**config.mk**
```make
export PLATFORM = sky130hd
export DESIGN_NAME = bcd_operand_loader
export DESIGN_NICKNAME = d
export VERILOG_FILES = /design/src/rtl/bcd_operand_loader.sv
export SDC_FILE = /design/constraint.sdc
export NUM_CORES = 1
export LEC_CHECK = 0
export ABC_AREA = 1
export ABC_CLOCK_PERIOD_IN_PS = 2600
export CORE_AREA = 2 2 319 321
export CTS_BUF_LIST = sky130_fd_sc_hd__clkbuf_4 sky130_fd_sc_hd__clkbuf_8 sky130_fd_sc_hd__clkbuf_16
export CTS_CLUSTER_DIAMETER = 60
export DETAILED_ROUTE_END_ITERATION = 7
export DIE_AREA = 0 0 321 323
export GPL_TIMING_DRIVEN = 0
export PLACE_DENSITY_LB_ADDON = 0.15
export SLEW_MARGIN = 20
export SYNTH_ARGS = -nofsm -noshare
export SYNTH_HDL_FRONTEND = slang
export SYNTH_SLANG_ARGS = --single-unit
```
**constraint.sdc**
```tcl
create_clock -name clk -period 2.6 [get_ports clk]
set_clock_uncertainty 0.1 [all_clocks]
set_input_delay 0.78 -clock clk [delete_from_list [all_inputs] [get_ports clk]]
set_output_delay 0.78 -clock clk [all_outputs]
set_load 0.02 [all_outputs]
```
**src/rtl/bcd_operand_loader.sv**
```systemverilog
// Digit-serial loader for the BCD ripple adder: shifts in NDIGITS digits of A then B (LSD first),
// holds the parallel operands with op_valid until op_ready; flags any non-BCD nibble in the frame.
module bcd_operand_loader #(
  parameter int NDIGITS = 100
) (
  input  logic                   clk,
  input  logic                   rst_n,
  input  logic                   clear,
  input  logic                   in_valid,
  output logic                   in_ready,
  input  logic [3:0]             in_digit,
  input  logic                   in_cin,
  output logic                   op_valid,
  input  logic                   op_ready,
  output logic [4*NDIGITS-1:0]   op_a,
  output logic [4*NDIGITS-1:0]   op_b,
  output logic                   op_cin,
  output logic                   frame_err
);

  localparam int W  = 4 * NDIGITS;
  localparam int CW = (NDIGITS > 1) ? $clog2(NDIGITS) : 1;

  typedef enum logic [1:0] {LOAD_A, LOAD_B, HOLD} state_t;

  state_t          state_q, state_d;
  logic [CW-1:0]   cnt_q, cnt_d;
  logic [W-1:0]    op_a_q, op_a_d;
  logic [W-1:0]    op_b_q, op_b_d;
  logic            op_cin_q, op_cin_d;
  logic            frame_err_q, frame_err_d;

  logic            xfer;
  logic            bad;
  logic            last;
  logic [3:0]      dig;

  assign in_ready  = (state_q != HOLD);
  assign op_valid  = (state_q == HOLD);
  assign op_a      = op_a_q;
  assign op_b      = op_b_q;
  assign op_cin    = op_cin_q;
  assign frame_err = frame_err_q;

  assign xfer = in_valid && in_ready;
  assign bad  = (in_digit > 4'd9);
  assign dig  = bad ? 4'h0 : in_digit;
  assign last = (cnt_q == CW'(NDIGITS - 1));

  always_comb begin
    state_d     = state_q;
    cnt_d       = cnt_q;
    op_a_d      = op_a_q;
    op_b_d      = op_b_q;
    op_cin_d    = op_cin_q;
    frame_err_d = frame_err_q;

    if (clear) begin
      // Operand registers intentionally keep their contents on abort.
      state_d     = LOAD_A;
      cnt_d       = '0;
      frame_err_d = 1'b0;
    end else begin
      case (state_q)
        LOAD_A: begin
          if (xfer) begin
            op_a_d = {dig, op_a_q[W-1:4]};
            if (cnt_q == '0) begin
              op_cin_d    = in_cin;
              frame_err_d = bad;
            end else begin
              frame_err_d = frame_err_q | bad;
            end
            if (last) begin
              cnt_d   = '0;
              state_d = LOAD_B;
            end else begin
              cnt_d = cnt_q + CW'(1);
            end
          end
        end
        LOAD_B: begin
          if (xfer) begin
            op_b_d      = {dig, op_b_q[W-1:4]};
            frame_err_d = frame_err_q | bad;
            if (last) begin
              cnt_d   = '0;
              state_d = HOLD;
            end else begin
              cnt_d = cnt_q + CW'(1);
            end
          end
        end
        HOLD: begin
          if (op_ready) state_d = LOAD_A;
        end
        default: state_d = LOAD_A;
      endcase
    end
  end

  always_ff @(posedge clk or negedge rst_n) begin
    if (!rst_n) begin
      state_q     <= LOAD_A;
      cnt_q       <= '0;
      op_a_q      <= '0;
      op_b_q      <= '0;
      op_cin_q    <= 1'b0;
      frame_err_q <= 1'b0;
    end else begin
      state_q     <= state_d;
      cnt_q       <= cnt_d;
      op_a_q      <= op_a_d;
      op_b_q      <= op_b_d;
      op_cin_q    <= op_cin_d;
      frame_err_q <= frame_err_d;
    end
  end

endmodule

```
== Yosys cells after proc, flatten, opt, wreduce, memory -nomap -nowiden ==
Cells that the tools add are included.
Word-level totals
  bits in registers: 811
  input port bits: 10
  output and inout bits: 804
  logic and storage cells: 49
Cells by class
  add/sub/neg operators: 1
  magnitude comparators: 1
  eq/ne operators: 9
  muxes and demuxes: 17
  bitwise operators: 2
  reduce and logical (&&, ||, !) cells: 13
Operators with widths (count)
  7-bit two-way mux: 4
  2-bit two-way mux: 6
  3-bit inequality test, second input constant: 4
  3-bit AND reduction: 3
  7-bit by 1-bit adder with 7-bit output, second input constant: 1
  7-bit equality test, second input constant: 1
  7-bit logical NOT: 1
  2-bit case mux with 3 select lines: 1
  5-bit AND reduction: 1
  4-bit > comparator, second input constant: 1
  1-bit two-way mux: 4
  4-bit two-way mux: 1
  4-bit AND reduction: 1
  2-bit nonzero test: 2
  3-bit by 2-bit inequality test with 1-bit output, second input constant: 1
  3-bit nonzero test: 1
  2-bit by 1-bit equality test with 1-bit output, second input constant: 1
  2-bit equality test, second input constant: 1
  2-bit logical NOT: 1
  2-bit inequality test, second input constant: 1
  1-bit case mux with 2 select lines: 1
  2-bit AND reduction: 1
  2-bit OR reduction: 1
  1-bit logical AND: 1
  2 further kinds: 2

== Depth between registers and ports, before layout ==
Gate-level depths: netlist of run 1.
  word-level depth: 6
  gate-level depth with buffers: 9
  mapped depth without buffers: 9

== Least setup slack after synthesis of run 1 ==
Ideal clock, no wire load.
  kind: register -> output
  start point: register state_q[0]
  end point: output port in_ready
  arrival time: 1038 ps
  required time: 1720 ps
  setup slack: 682 ps
  stages on the path, launching flop included: 3
  path buffers: 0
  cells stage by stage: dfrtp_1 nor2_1 inv_1
On the way
  word-level cells in the longest chain between the ends: 1
Ends and longest elaborated chain
  from (decl): RTL line 26  | state_t state_q, state_d;
  from (signal assigned): RTL line 111  | state_q <= state_d;
  2-bit inequality test: RTL line 38  | assign in_ready = (state_q != HOLD);
  to (decl): RTL line 10  | output logic in_ready,
Every way passes these cells.

== Worst setup path in the final report of run 1 ==
  start point: register op_b_q[159] (netlist: op_b[159])
  end point: output port op_b[159]
RTL lines
  from (decl): RTL line 29  | logic [W-1:0] op_b_q, op_b_d;
  from (signal assigned): RTL line 114  | op_b_q <= op_b_d;
  to (decl): RTL line 16  | output logic [4*NDIGITS-1:0] op_b,
No word-level cell between the ends.

==> out/metrics.yaml, run 1 <==
hpwl_um: 77430
first_iter_violations: 1366
rsz0062_at_grt: "false"
fp.dieH_um: 323
critPathArrivalTime_ns: 1.66
cts_buffers: 95
final_layout_size_suffix_gt1_frac: 0.08584
tns_ns: 0
crit_family: "buffers and inverters"
worstPathMaxFanout: 3
yosysSeqAreaShare: 0.6562
antenna_left: 0
fp.dieW_um: 321
setup_viol: 0
path_buf_inv: 1
holdCritPathClass: "input port to async pin"
fill_cells: 10190
multi_input_area_um2: 9323
total_power_mw: 29.18
clock_latency_ns: 0.65
syn_area_um2: 30930
start_kind: "flip-flop"
maxCapViolCount: 0
grt_pass1_wl_um: 158800
first_global_vias: 24730
ff2ff_path_depth: 8
synthCells: 3465
io_buffer_count: 813
antenna_found_initial: 7
final_util: 0.4344
cpPeakStageDelay_ns: 0.62
rows: 117
firstDrtPassIters: 4
ff2ff_setup_slack_ns: 0.20
die_area_um2: 103700
wl_um: 106300
core_area_um2: 100700
slew_viol_final: 0
grt-ovfl-total: 0
dr_total_vias: 25290
clkTransAtPathRegs_ns: 0.06
endpoint_kind: "primary output"
grt_usage: 0.2014
timing.fmax_mhz: 393.6
wl_per_cell_um: 18.41
timing.final.ws_setup_ns: 0.05929
crit_chain: "clkdlybuf4s50_1"
instances_no_fill: 5773
required_ns: 1.72
cts.sinks: 811
regArea_um2: 20300
cp_slowest_cell: "clkdlybuf4s50_1"
final_hold_viol_count: 0
synthesis.nets: 3477
syn_area_per_cell_um2: 8.926
r2r_start: "state_q[1]"
irDropWorstVdd_mv: 0.4514
fin_nets: 4399
outcome: "completed"
synth_cell_types: 23
p_leak_nw: 27.29
vias_per_cell: 4.380
slew-limit-headroom: 0.4965
dp.cells: 5593
drc: 0
yosys_warnings: 0
grt_max_degree: 140
io_pins: 814
preCtsSetupSlack_ns: -1.034
min_period_over_period: 0.9772
period_needed_ns: 2.541
clockBufferDepth: 3
p_per_area_nw_per_um2: 666.9
gp_congestion: 0.8169
tritoncts: "built"
ys_ff_latch: 811
htreeDepth: 3
crit_type: "flip-flop to primary output"
tightest_slew_ns: 0.7553
initial_utilization: 0.3071
syn2layout_area_growth_pct: 41.46
r2r-end: "op_b[397]"
cts_root_buffer: "clkbuf_16"
## placed cells by master, fill, tap and decap left out, drive strengths merged, types with 4 or more instances in the layout
| cell | Yosys | layout |
|---|---|---|
| nand2 | 2373 | 2373 |
| dfrtp | 811 | 811 |
| dlygate4sd2 | 0 | 593 |
| buf | 176 | 188 |
| clkdlybuf4s50 | 0 | 158 |
| clkbuf | 0 | 135 |
| dlymetal6s2s | 0 | 58 |
| inv | 33 | 35 |
| o21ai | 28 | 28 |
| clkinv | 1 | 24 |
| nor2 | 19 | 19 |
| bufinv | 0 | 8 |
| nand3 | 7 | 7 |
| a21oi | 6 | 6 |
| clkinvlp | 0 | 4 |
## what timing repair did
item | CTS | global route
endpoints found under the setup margin | 700 | 59
gates cloned | 2 | 0
resized for setup | 609 | 59
endpoints found under the hold margin | 57 | 0
hold buffers | 2 | 0
setup buffers | 0 | 2
pin swaps | 0 | 1
## layout make-up
type | count | area share
Clock buffer | 135 | 0.06580
Timing Repair Buffer | 825 | 0.1795
Inverter | 34 | 0.002917
Sequential cell | 811 | 0.4640
Antenna cell | 2 | 0.0001144
Tap cell | 1309 | 0.03744
Buffer | 176 | 0.02728
Clock inverter | 37 | 0.009809
Multi-Input combinational cell | 2444 | 0.2131
## stage by stage
step / hold slack [ns] / cell area (um2)
CTS: 0.05383 / 43590
global placement: 0.3651 / 40700
floorplan: 0.3683 / 30930
detailed placement: 0.3686 / 40890
finish: 0.07767 / 43750
global route: 0.06919 / 43750
## logic make-up (layout without fill, tap and decap cells)
kind of cell,after synthesis,in the layout,share of synthesized area
and+or+nand+nor,2407,2407,0.2936
DFF,811,811,0.6562
buffers and inverters,210,1207,0.04264
AOI/OAI and AO/OA,34,34,0.006473
adders and majority gates,2,2,0.0008090
xor gates and xnor gates,1,1,0.0002832
other,0,2,0
## sequential cells by signal, summed over array words and instances (netlist names)
name and flops:
op_cin 1, cnt_q 7, op_b 400, state_q 2, frame_err 1, op_a 400
## worst max-delay path by stage
stage	from	endpoint	slack, ns	cells past startpoint
after floorplan	state_q[0]	in_ready	0.68	2
after global placement	rst_n	op_b[343]	-38.62	1
after detailed placement	rst_n	op_b[344]	-1.03	5
after CTS	state_q[1]	in_ready	-0.06	4
after global routing	op_a[24]	op_a[24]	0.0003	1
final	op_b[159]	op_b[159]	0.06	1
## layer usage
metal,vias up,GRT usage,routed length [um]
met5,-,0,13
met4,2,0.07300,3627
met3,158,0.07438,9223
met2,668,0.3270,49980
met1,12140,0.2453,43420
li1,12320,-,-
## Yosys cell counts
| library cell | count | area, um2 |
|---|---|---|
| dfrtp_1 | 811 | 20290 |
| o21ai_0 | 15 | 75.07 |
| buf_4 | 14 | 105.1 |
| ha_1 | 2 | 25.02 |
| a21oi_1 | 6 | 30.03 |
| inv_2 | 2 | 7.510 |
| nor2_2 | 1 | 6.260 |
| nor3b_1 | 1 | 7.510 |
| nor2_4 | 2 | 22.52 |
| o21ai_1 | 5 | 25.02 |
| nand3_1 | 7 | 35.03 |
| inv_1 | 31 | 116.4 |
| xor2_1 | 1 | 8.760 |
| clkinv_1 | 1 | 3.750 |
| nor3_1 | 3 | 15.01 |
| nand4_1 | 3 | 18.77 |
| buf_6 | 44 | 495.5 |
| nand2_2 | 1 | 6.260 |
| nor2_1 | 16 | 60.06 |
| and3_1 | 1 | 6.260 |
| o21ai_2 | 8 | 70.07 |
| nand2_1 | 2372 | 8904 |
| buf_2 | 118 | 590.6 |
## report_power, final
| group | switching [mW] | total (mW) | leakage (nW) | internal [mW] |
|---|---|---|---|---|
| Sequential | 0.286 | 13.2 | 11.3 | 13.0 |
| Combinational | 1.31 | 2.00 | 14.4 | 0.692 |
| Clock | 5.45 | 13.9 | 1.66 | 8.49 |
| Total | 7.04 | 29.2 | 27.3 | 22.1 |
No activity file was read; power rests on OpenSTA's default activity.
==> run 2: changes to the inputs <==
--- a/config.mk
+++ b/config.mk
@@ -7,6 +7,7 @@
 export LEC_CHECK = 0
 export ABC_AREA = 1
 export ABC_CLOCK_PERIOD_IN_PS = 2600
+export CAP_MARGIN = 5
 export CORE_AREA = 2 2 319 321
 export CTS_BUF_LIST = sky130_fd_sc_hd__clkbuf_4 sky130_fd_sc_hd__clkbuf_8 sky130_fd_sc_hd__clkbuf_16
 export CTS_CLUSTER_DIAMETER = 60
==> results of run 2 <==
The final DEF is identical to that of run 1; final timing and power are the same.
